### src/rtl/bus_master_if_pkg.sv
// rtl/bus_master_if_pkg.sv - shared bus master state, direction and signal-level definitions
package bus_master_if_pkg;

  // Bus interface controller states
  typedef enum logic [1:0] {
    BUS_IF_STATE_IDLE   = 2'd0,
    BUS_IF_STATE_REQ    = 2'd1,
    BUS_IF_STATE_ACCESS = 2'd2,
    BUS_IF_STATE_STALL  = 2'd3
  } bus_if_state_e;

  // Bus direction encoding
  localparam logic BUS_READ  = 1'b1;
  localparam logic BUS_WRITE = 1'b0;

  // Levels for the active-low bus handshake signals
  localparam logic BUS_ENABLE_N  = 1'b0;
  localparam logic BUS_DISABLE_N = 1'b1;

  // Default number of ACCESS cycles to wait for a slave before aborting
  localparam int BUS_DEFAULT_TIMEOUT = 16;

endpackage

### src/rtl/bus_master_if.sv
// rtl/bus_master_if.sv - per-master request/grant/strobe/ready controller with ready watchdog
module bus_master_if
  import bus_master_if_pkg::*;
#(
  parameter int ADDR_W  = 30,
  parameter int DATA_W  = 32,
  parameter int TIMEOUT = BUS_DEFAULT_TIMEOUT
) (
  input  logic              clk,
  input  logic              reset,
  input  logic              stall,
  input  logic              flush,
  input  logic              if_req,
  input  logic [ADDR_W-1:0] if_addr,
  input  logic              if_rw,
  input  logic [DATA_W-1:0] if_wr_data,
  output logic [DATA_W-1:0] if_rd_data,
  output logic              busy,
  output logic              bus_err,
  output logic              bus_req_,
  input  logic              bus_grnt_,
  output logic              bus_as_,
  output logic              bus_rw,
  output logic [ADDR_W-1:0] bus_addr,
  output logic [DATA_W-1:0] bus_wr_data,
  input  logic [DATA_W-1:0] bus_rd_data,
  input  logic              bus_rdy_
);

  localparam int WDT_W = $clog2(TIMEOUT);
  localparam logic [WDT_W-1:0] WDT_LAST = WDT_W'(TIMEOUT - 1);

  bus_if_state_e     state_q;
  logic [WDT_W-1:0]  wdt_q;
  logic [ADDR_W-1:0] addr_q;
  logic              rw_q;
  logic [DATA_W-1:0] wdata_q;
  logic [DATA_W-1:0] rd_buf_q;
  logic              bus_req_q;
  logic              bus_as_q;
  logic              bus_rw_q;
  logic [ADDR_W-1:0] bus_addr_q;
  logic [DATA_W-1:0] bus_wr_data_q;
  logic              bus_err_q;

  logic in_access;
  logic rdy_seen;
  logic wdt_expired;
  logic is_read;

  assign in_access   = (state_q == BUS_IF_STATE_ACCESS);
  assign rdy_seen    = in_access && (bus_rdy_ == BUS_ENABLE_N);
  assign wdt_expired = in_access && (bus_rdy_ == BUS_DISABLE_N) && (wdt_q == WDT_LAST);
  assign is_read     = (rw_q != BUS_WRITE);

  assign bus_req_    = bus_req_q;
  assign bus_as_     = bus_as_q;
  assign bus_rw      = bus_rw_q;
  assign bus_addr    = bus_addr_q;
  assign bus_wr_data = bus_wr_data_q;
  assign bus_err     = bus_err_q;

  // Stage-facing stall and read data; ready data bypasses the buffer in its own cycle
  always_comb begin
    busy       = 1'b0;
    if_rd_data = rd_buf_q;
    case (state_q)
      BUS_IF_STATE_IDLE:   busy = if_req & ~flush;
      BUS_IF_STATE_REQ:    busy = 1'b1;
      BUS_IF_STATE_ACCESS: begin
        busy = ~(rdy_seen | wdt_expired);
        if (rdy_seen && is_read) begin
          if_rd_data = bus_rd_data;
        end
      end
      default:             busy = 1'b0;
    endcase
  end

  // Access sequencer: state, latched request, registered bus outputs and watchdog
  always_ff @(posedge clk) begin
    if (reset) begin
      state_q       <= BUS_IF_STATE_IDLE;
      wdt_q         <= '0;
      addr_q        <= '0;
      rw_q          <= BUS_READ;
      wdata_q       <= '0;
      rd_buf_q      <= '0;
      bus_req_q     <= BUS_DISABLE_N;
      bus_as_q      <= BUS_DISABLE_N;
      bus_rw_q      <= BUS_READ;
      bus_addr_q    <= '0;
      bus_wr_data_q <= '0;
      bus_err_q     <= 1'b0;
    end else begin
      bus_err_q <= 1'b0;
      case (state_q)
        BUS_IF_STATE_IDLE: begin
          if (if_req && !flush) begin
            addr_q    <= if_addr;
            rw_q      <= if_rw;
            wdata_q   <= if_wr_data;
            bus_req_q <= BUS_ENABLE_N;
            state_q   <= BUS_IF_STATE_REQ;
          end
        end
        BUS_IF_STATE_REQ: begin
          // A flush cancels the request even when the grant arrives in the same cycle
          if (flush) begin
            bus_req_q <= BUS_DISABLE_N;
            state_q   <= BUS_IF_STATE_IDLE;
          end else if (bus_grnt_ == BUS_ENABLE_N) begin
            bus_as_q      <= BUS_ENABLE_N;
            bus_addr_q    <= addr_q;
            bus_rw_q      <= rw_q;
            bus_wr_data_q <= wdata_q;
            wdt_q         <= '0;
            state_q       <= BUS_IF_STATE_ACCESS;
          end
        end
        BUS_IF_STATE_ACCESS: begin
          // Strobe lasts only the first ACCESS cycle
          bus_as_q <= BUS_DISABLE_N;
          if (rdy_seen || wdt_expired) begin
            bus_req_q <= BUS_DISABLE_N;
            state_q   <= stall ? BUS_IF_STATE_STALL : BUS_IF_STATE_IDLE;
            if (wdt_expired) begin
              bus_err_q <= 1'b1;
              rd_buf_q  <= '0;
            end else if (is_read) begin
              rd_buf_q <= bus_rd_data;
            end
          end else begin
            wdt_q <= wdt_q + 1'b1;
          end
        end
        BUS_IF_STATE_STALL: begin
          if (!stall) begin
            state_q <= BUS_IF_STATE_IDLE;
          end
        end
        default: state_q <= BUS_IF_STATE_IDLE;
      endcase
    end
  end

endmodule

### config.mk
export PLATFORM = sky130hd
export DESIGN_NAME = bus_master_if
export DESIGN_NICKNAME = d
export VERILOG_FILES = /design/src/rtl/bus_master_if_pkg.sv /design/src/rtl/bus_master_if.sv
export SDC_FILE = /design/constraint.sdc
export NUM_CORES = 1
export LEC_CHECK = 0
export BUFFER_PORTS_ARGS = -buffer_cell sky130_fd_sc_hd__clkbuf_2
export CORE_MARGIN = 3
export CORE_UTILIZATION = 40
export CTS_BUF_LIST = sky130_fd_sc_hd__clkbuf_4
export DETAILED_ROUTE_END_ITERATION = 16
export HOLD_SLACK_MARGIN = 0.12
export PLACE_DENSITY = 0.74
export SKIP_CTS_REPAIR_TIMING = 1
export SLEW_MARGIN = 5
export SYNTH_ARGS = -nofsm -noshare
export SYNTH_HDL_FRONTEND = slang
export SYNTH_SLANG_ARGS = --single-unit
### constraint.sdc
create_clock -name clk -period 1.7 [get_ports clk]
set_input_delay 0.17 -clock clk [delete_from_list [all_inputs] [get_ports clk]]
set_output_delay 0.17 -clock clk [all_outputs]
set_load 0.02 [all_outputs]
After elaboration in Yosys (flattened, before gate mapping)
Index checks and enable logic that the tools add are counted.
Widths: inputs -> output; s select.
- $add $sub $neg: 1
- multipliers: 0
- divide/modulo/power cells: 0
- $lt $le $gt $ge: 0
- equality and inequality tests: 12
- shifts and indexed selects: 0
- mux-type cells: 24
- bitwise operators: 8
- reduce and logical (&&, ||, !) cells: 19
- operator list (operator ; count):
    $mux 32 ; 4
    $mux 2 ; 6
    $mux 4 ; 3
    $ne 2x2->1 const B ; 6
    $reduce_and 4->1 ; 3
    $reduce_and 3->1 ; 3
    $pmux 2 s4 ; 1
    $pmux 4 s2 ; 1
    $mux 1 ; 6
    $not 1->1 ; 6
    $pmux 1 s3 ; 2
    $logic_and 1x1->1 ; 5
    $add 4x1->4 const B ; 1
    $eq 2x2->1 const B ; 2
    $eq 4x4->1 const B ; 1
    $reduce_bool 2->1 ; 2
    $ne 3x3->1 const B ; 1
    $reduce_bool 3->1 ; 1
    $reduce_or 3->1 ; 1
    $eq 2x1->1 const B ; 1
    $logic_not 2->1 ; 1
    $ne 2x1->1 const B ; 1
    $pmux 1 s2 ; 1
    $reduce_and 2->1 ; 1
    4 further kinds ; 4
- bits in registers: 167
- latch bits: 0
- memory bits (writable): 0
- ROM bits: 0
- input port bits: 102
- output and inout bits: 99
- logic and storage cells: 76
- memories kept: 0

Longest topological paths before layout
Gate-level depths: netlist of the first run.
- word-level depth: 6
- mapped depth: 7
- depth with buffers taken out: 6

Worst setup path before layout of the first run
No wires, ideal clock.
- kind: register to register
- from: reg state_q[0]
- to: reg rd_buf_q[11]
- setup time: 0.114 ns
- arrival time: 1.709 ns
- data required time: 1.586 ns
- setup slack: -0.123 ns
- cell stages (with the launch flop): 8
- buffers on the path: 2
- period minus slack after synthesis: 1.823 ns
- cells stage by stage: dfxtp_1 > inv_1 > ha_1 > buf_6 > nand3b_1 > buf_2 > mux2_2 > and2b_1
- longest elaborated chain between the ends: 5
- elaborated cells between the ends (all ways): 8
- classes of those cells: eq/ne (1); mux (1); reduce/logical (6)
- ends and longest elaborated chain (element ; line ; source):
    start: declaration ; bus_master_if.sv:33 ; bus_if_state_e state_q;
    start signal: assignment ; bus_master_if.sv:126 ; state_q <= stall ? BUS_IF_STATE_STALL : BUS_IF_STATE_IDLE;
    $eq 2x2->1 (*) ; bus_master_if.sv:51 ; assign in_access = (state_q == BUS_IF_STATE_ACCESS);
    via in_access ; bus_master_if.sv:46 ; logic in_access;
    $logic_and 1x1->1 (2 in a row) ; bus_master_if.sv:53 ; assign wdt_expired = in_access && (bus_rdy_ == BUS_DISABLE_N) && (wdt_q == WDT_LAST);
    $reduce_bool 2->1 (no source line) / $logic_or 1x1->1 (equally long branches) ; n/a ;
    $reduce_and 3->1 (no source line) ; n/a ;
    end signal: assignment ; bus_master_if.sv:131 ; rd_buf_q <= bus_rd_data;
    end: declaration ; bus_master_if.sv:38 ; logic [DATA_W-1:0] rd_buf_q;
Mark *: on every way through the listed nets, which the timed path passes. The rest lies on a longest branch.
A chain may end at the register's enable or synchronous reset.

Final worst setup path of the first run
- from: reg state_q[0]
- to: out if_rd_data[29]
- longest elaborated chain between the ends: 5
- ends and longest elaborated chain (element ; line ; source):
    $eq 2x2->1 (*) ; bus_master_if.sv:51 ;
    via in_access ; bus_master_if.sv:46 ;
    $logic_and 1x1->1 ; bus_master_if.sv:52 ; assign rdy_seen = in_access && (bus_rdy_ == BUS_ENABLE_N);
    $logic_and 1x1->1 ; bus_master_if.sv:72 ; if (rdy_seen && is_read) begin
    $mux 32 ; bus_master_if.sv:72 ;
    $mux 32 (*) ; bus_master_if.sv:67 ; case (state_q)
    end: declaration ; bus_master_if.sv:17 ; output logic [DATA_W-1:0] if_rd_data,
Marked as above.

==> results of run 1 <==
-- Yosys cell counts (5+ instances only) --
| cell | instances | area [sq um] |
|---|---|---|
| nand2_1 | 256 | 961 |
| dfxtp_1 | 167 | 3340 |
| clkbuf_1 | 30 | 113 |
| nor2_1 | 6 | 22.5 |
| and2b_1 | 25 | 188 |
| ha_1 | 6 | 75.1 |
| nand3_1 | 5 | 25.0 |
| a21oi_1 | 129 | 646 |
| buf_2 | 16 | 80.1 |
| nor2b_1 | 9 | 56.3 |
| o21ai_0 | 7 | 35.0 |
| inv_1 | 6 | 22.5 |
| mux2_2 | 33 | 372 |
-- state kept, by name, indices dropped and copies added (netlist names) --
| register | count |
|---|---|
| bus_rw | 1 |
| addr_q | 30 |
| bus_wr_data | 32 |
| bus_addr | 30 |
| bus_as_ | 1 |
| state_q | 2 |
| rd_buf_q | 32 |
| is_read | 1 |
| bus_req_ | 1 |
| wdt_q | 4 |
| wdata_q | 32 |
| bus_err | 1 |
-- layout by cell type (no fill, tap or decap), types with 3 or more instances in the layout --
cell	instances
nand2_1	256
clkbuf_2	166
dfxtp_1	164
a21oi_1	129
dlygate4sd3_1	99
buf_6	40
mux2_4	32
and2b_1	25
buf_4	21
clkbuf_4	17
buf_12	9
nor2b_1	7
o21ai_0	6
inv_1	5
nor2_1	5
bufinv_16	5
nand3_1	4
clkbuf_16	4
nand3b_1	3
ha_4	3
-- tightest hold or removal path: stages --
cell	delay (ns)
clkbuf_2	0.13
o221ai_2	0.13
o21ai_0	0.18
a21oi_1	0.06
-- through the flow --
stage          utilization, %  power (uW)  hold WS, ns  setup WS (ns)
6_report                 64.1        7880        0.185         -0.544
3_3_place_gp             51.0        4860        0.390        0.00449
4_1_cts                  53.4        7600       -0.236         -0.660
5_1_grt                  64.1        8240        0.151         -0.679
2_1_floorplan               -        4560        0.293       -0.00381
3_5_place_dp             51.0        4880        0.394        -0.0554
-- cells by family after synthesis --
logic type,count (synthesis)
AO/OA/AOI/OAI,141
adder cells (fa/ha/maj),6
buffers and inverters,56
flip-flops,167
multiplexers,33
AND/OR/NAND/NOR,316
-- report_power, final --
part | internal, uW | switching (uW)
Sequential | 4030 | 58.1
Combinational | 524 | 521
Clock | 1330 | 1420
Total | 5880 | 2000
-- routing by layer --
layer  track usage (%)  up-vias
met5                 0        -
met3              7.12       14
met4              5.62        0
li1                  -     2962
met1              21.4     2869
met2              27.6      246
-- final timing paths --
path / cells after the start / end / start
max: 7 / if_rd_data[29] / state_q[0]
min: 4 / wdt_q[3] / bus_rdy_
max reg2reg: 6 / state_q[1] / state_q[0]
min reg2reg: 2 / bus_addr[26] / addr_q[26]
-- area by class of cell --
class,instances,share of cell area (%)
Inverter,6,0.265
Tap cell,184,2.43
Clock inverter,15,2.38
Timing Repair Buffer,340,28.9
Clock buffer,17,1.35
Antenna cell,1,0.0265
Multi-Input combinational cell,496,29.2
Sequential cell,167,35.4
==> key figures, run 1 <==
Outcome
  • Outcome: complete, but fails checks
  • Violated checks: negative setup slack

STA
  • RSZ-0062 raised after global routing: yes
  • Setup WS post-layout: -0.544 ns
  • Setup Skew: 0.0183 ns
  • Fmax: 446 MHz
  • Hold Violations, Final: 0
  • Count of pins over their slew limit: 0
  • Setup violators final: 39
  • Clock period minus worst slack: 2.24 ns
  • Worst-Margin Slew: 0.422 ns
  • Final Cycle Share: 132%
  • Setup TNS: -15.93 ns
  • Relative slew slack: 71.9%

Synthesis
  • Total number of yosys warnings: 0
  • Avg Inst Size Synth: 8.52 sq um
  • Main combinational cell family by area after synthesis: simple AND/OR/NAND/NOR gates
  • Post-synthesis async set-or-reset flop share: 0%
  • Synth Area in XOR/XNOR: 0%
  • Adder-cell share of the synthesized area: 1.23%
  • Mapped Cells: 719
  • Yosys reg bits: 167
  • Post-synth EDFFs: 0
  • Compound-Gate Fraction of Synth Area: 12.0%
  • Post-Syn Nets: 827
  • Mux contribution to synthesized area: 6.07%
  • Post-synth top flop: dfxtp_1
  • Mapped Area: 0.00612 sq mm
  • Post-synth cell types: 31
  • Simple-gate share of the synthesized area: 22.2%
  • Seq/Total Area, Yosys: 54.6%

Routing
  • Vias: 6091
  • Detailed Routing Iterations Pass 1: 4
  • Met3 Wirelength: 1490 um
  • Routed WL per cell: 16.2 um
  • Iteration-0 DRC Markers: 322
  • ANT nets after route: 0
  • Via density: 4.97
  • Wl on met1: 7980 um
  • Max layer used: met4
  • Final WL: 19900 um
  • Drc violations: 0
  • Met2 routed WL: 10200 um

Power and ir drop
  • Max IR drop VDD: 0.000861 V
  • Pleak: 0.00415 uW
  • PwrDens: 833 mW/mm^2

Critical path
  • CP startpoint kind: flip-flop
  • CP required: 1.53 ns
  • CP arrival: 2.07 ns
  • Worst Path Buf+Inv: 4
  • CP Cell Sequence: inv_4 -> ha_4 -> nand3b_1 -> buf_6 -> clkbuf_16 -> mux2_4 -> buf_6
  • Slowest stage delay, CP: 0.38 ns
  • Worst-path maximum fanout: 8
  • CP endpoint kind: primary output
  • FF-to-FF setup slack: -0.07 ns
  • Crit path max-delay family: buffers and inverters
  • Crit path kind: reg -> out
  • Slowest cell on the critical path: dfxtp_4
  • Cell mode on critical path: buf_6

Global route
  • GR Overflow Total: 0
  • Largest net degree at the start of global routing: 92
  • GRT Total Usage: 17.3%
  • Global-route wire length before repair: 23300 um
  • Initial antenna violation count: 1
  • Vias in the first global route: 4899

Clock network
  • CTS Buf Count: 17
  • Clock net sink count: 167
  • Worst-path clk slew: 0.13 ns
  • Root buf cell: clkbuf_4
  • CTS tree: done
  • H-Tree Depth: 4
  • Clk buf depth: 2
  • Clock latency on the worst-skew pair: 0.53 ns

Finish
  • Reg area: 0.00335 sq mm
  • Area of the multi-input gates: 0.00276 sq mm
  • Layout area overhead: 54.5%
  • Share of cells above drive strength 1: 31.3%
  • Non-filler instance count after layout: 1226
  • Nets: 1136
  • Fillers: 1125
  • Cell area after layout: 0.00946 sq mm

Place
  • GP Congestion: 0.809
  • # port buffers: 200
  • Hpwl dp: 10200 um
  • Placed Area: 0.00753 sq mm
  • Cell count after placement: 1075

Die
  • Die H: 130 um
  • Initial core utilization: 41.5%
  • Core region area: 0.0148 sq mm
  • Die Area: 0.0168 sq mm
  • FP Rows: 44
  • Die W: 130 um
  • I/O Pins: 201

Run
  • Max cap viols: 0

Min path
  • HP Class: in -> reg
No activity file was read; power rests on OpenSTA's default activity.
==> run 2, diff against run 1 <==
--- a/config.mk
+++ b/config.mk
@@ -5,7 +5,7 @@
 export SDC_FILE = /design/constraint.sdc
 export NUM_CORES = 1
 export LEC_CHECK = 0
-export BUFFER_PORTS_ARGS = -buffer_cell sky130_fd_sc_hd__clkbuf_2
+export BUFFER_PORTS_ARGS = -buffer_cell sky130_fd_sc_hd__buf_2
 export CORE_MARGIN = 3
 export CORE_UTILIZATION = 40
 export CTS_BUF_LIST = sky130_fd_sc_hd__clkbuf_4
==> run 2 against run 1 <==
  * The run still ends with negative setup slack left
  * Clock skew grew 0.0039 ns
  * Routed wire length shrank 4.2%
  * Worst hold slack lost 0.036 ns
  * Sequential share of layout area grew 0.57 points
  * Clock power shrank 9.8%
  * Count of clock-buffer cells in the layout grew 1
  * Critical path depth is the same
  * Total power shrank 4.0%
  * Largest cell class unchanged
  * Highest routed layer unchanged
==> key figures, run 2 (same netlist as run 1, synthesis figures left out) <==
Critical path
  • CP arrival: 2.04 ns (-0.03 ns)
  • Crit path kind: reg -> out
  • CP endpoint kind: primary output
  • Worst-path maximum fanout: 8 (unchanged)
  • Worst R2R Path Depth: 6 (unchanged)
  • CP startpoint kind: flip-flop
  • CP required: 1.53 ns (about the same)

STA
  • Setup WS post-layout: -0.507 ns (+0.0375 ns)
  • Worst-Margin Slew: 0.442 ns (+0.0201 ns)
  • Setup TNS: -15.88 ns (+0.0507 ns)
  • Relative slew slack: 70.5% (-1.3 points)
  • Setup Skew: 0.0222 ns (+0.00389 ns)
  • Setup violators final: 36 (-7.7%)
  • Fmax: 453 MHz (+1.7%)
  • Hold Violations, Final: 0 (unchanged)
  • Clock period minus worst slack: 2.21 ns (-0.0375 ns)
  • Fin Hold WS: 0.149 ns (-0.0359 ns)
  • RSZ-0062 raised after global routing: yes
  • Final Cycle Share: 130% (-2.2 points)
  • Count of pins over their slew limit: 0 (unchanged)

Die
  • Die W: 130 um (unchanged)
  • FP Rows: 44 (unchanged)
  • Core region area: 0.0148 sq mm (unchanged)
  • I/O Pins: 201 (unchanged)
  • Initial core utilization: 41.5% (unchanged)
  • Die Area: 0.0168 sq mm (unchanged)
  • Die H: 130 um (unchanged)

Power and ir drop
  • Sw Share: 26.3% (+0.85 points)
  • PwrDens: 812 mW/mm^2 (-2.5%)
  • Max IR drop VDD: 0.000656 V (-24%)
  • Pleak: 0.00413 uW (-0.46%)
  • Cell Int Power: 5580 uW (-5.1%)
  • Gate power share: 13.2% (about the same)
  • Power share of the clock group: 32.8% (-2.1 points)
  • Sequential power share: 54.0% (+2.2 points)
  • Psw: 1990 uW (-0.86%)

Place
  • # port buffers: 200 (unchanged)
  • Hpwl dp: 10200 um (+0.22%)
  • Worst slack, placed: -0.0121 ns (+0.0433 ns)
  • GP Congestion: 0.790 (-2.3%)

Finish
  • Most common cell after layout, fill and taps aside: nand2_1
  • Commonest non-fill, non-tap cells in the layout: nand2_1 (256), buf_2 (174), dfxtp_1 (164)
  • Nets: 1133 (-0.26%)
  • Layout area overhead: 52.0%
  • Share of cells above drive strength 1: 31.2% (-0.10 points)

Clock network
  • CTS tree: done
  • Root buf cell: clkbuf_4
  • CTS Buf Count: 17 (unchanged)
  • Clk buf depth: 2 (unchanged)
  • Clock net sink count: 167 (unchanged)
  • H-Tree Depth: 4 (unchanged)
  • Worst-path clk slew: 0.14 ns (about the same)
  • Clock latency on the worst-skew pair: 0.55 ns (+0.02 ns)

Global route
  • Vias in the first global route: 4974 (+1.5%)
  • Global-route wire length before repair: 23600 um (+1.5%)
  • Largest net degree at the start of global routing: 87 (-5.4%)
  • Initial antenna violation count: 1 (unchanged)
  • GR Overflow Total: 0 (unchanged)
  • GRT Total Usage: 17.5% (+0.25 points)

Routing
  • Drc violations: 0 (unchanged)
  • ANT nets after route: 0 (unchanged)
  • Final WL: 19000 um (-4.2%)
  • Detailed Routing Iterations Pass 1: 6 (+2)
  • Routed WL per cell: 15.6 um (-3.9%)
  • Via density: 4.83 (-2.7%)
  • Vias: 5913 (-2.9%)
  • Iteration-0 DRC Markers: 283 (-12%)

Run
  • Max cap viols: 0 (unchanged)

Min path
  • Worst Hold Depth: 4 (unchanged)
  • HP Class: in -> reg

Outcome
  • Violated checks: negative setup slack
  • Outcome: complete, but fails checks
==> run 2: cell types whose count changed in the layout (fill, tap and decap cells not counted), moves of 2 or more <==
cell / previous run / this run
buf_6: 40 / 32
nor2b_4: 2 / 0
clkbuf_2: 166 / 0
o21ai_0: 6 / 4
a21oi_1: 129 / 127
buf_2: 0 / 174
a21oi_2: 0 / 2
buf_4: 21 / 19
bufinv_16: 5 / 3
==> run 2: power by group through the flow <==
stage | clock network [uW] | registers [uW] | logic [uW]
global route | 2740 | 4100 | 1080
floorplan | 0 | 4180 | 379
finish | 2480 | 4080 | 996
detailed placement | 0 | 4170 | 705
CTS | 2560 | 4080 | 709
global placement | 0 | 4160 | 693
==> run 2: final timing paths <==
kind,startpoint,endpoint,slack [ns]
setup reg to reg,state_q[1],state_q[1],-0.10
hold reg to reg,addr_q[14],bus_addr[14],0.44
hold / removal,bus_rdy_,wdt_q[3],0.15
setup / recovery,state_q[0],if_rd_data[13],-0.51
==> run 2: critical path, stage by stage, from the launching register on <==
cell	delay, ns
dfxtp_4	0.40
inv_4	0.04
ha_4	0.16
nand3b_1	0.09
buf_6	0.15
buf_8	0.16
mux2_4	0.32
buf_2	0.17
==> run 2: cell type report <==
cell class | count | area (sq um)
clock buffer | 18 | 135
clock inverter | 14 | 173
multi-input combinational | 496 | 2750
antenna | 1 | 2.50
fill | 1172 | 5440
inverter | 6 | 25.0
tap | 184 | 230
timing repair buffer | 337 | 2640
sequential | 167 | 3350
==> run 2: stage by stage <==
step	area, sq um	utilization [%]	instances	total power, uW
floorplan	6260	-	719	4560
global placement	7530	51.1	1076	4860
detailed placement	7530	51.1	1076	4870
CTS	7840	53.1	1108	7350
global route	9310	63.1	1223	7920
finish	9310	63.1	1223	7560
==> run 2: layer usage <==
layer	part of all wire, %	track usage, %	vias to the layer above
met4	2.0	5.32	0
met3	7.1	7.08	33
met5	0	0	-
met2	51	28.9	201
li1	-	-	2949
met1	40	21.2	2730
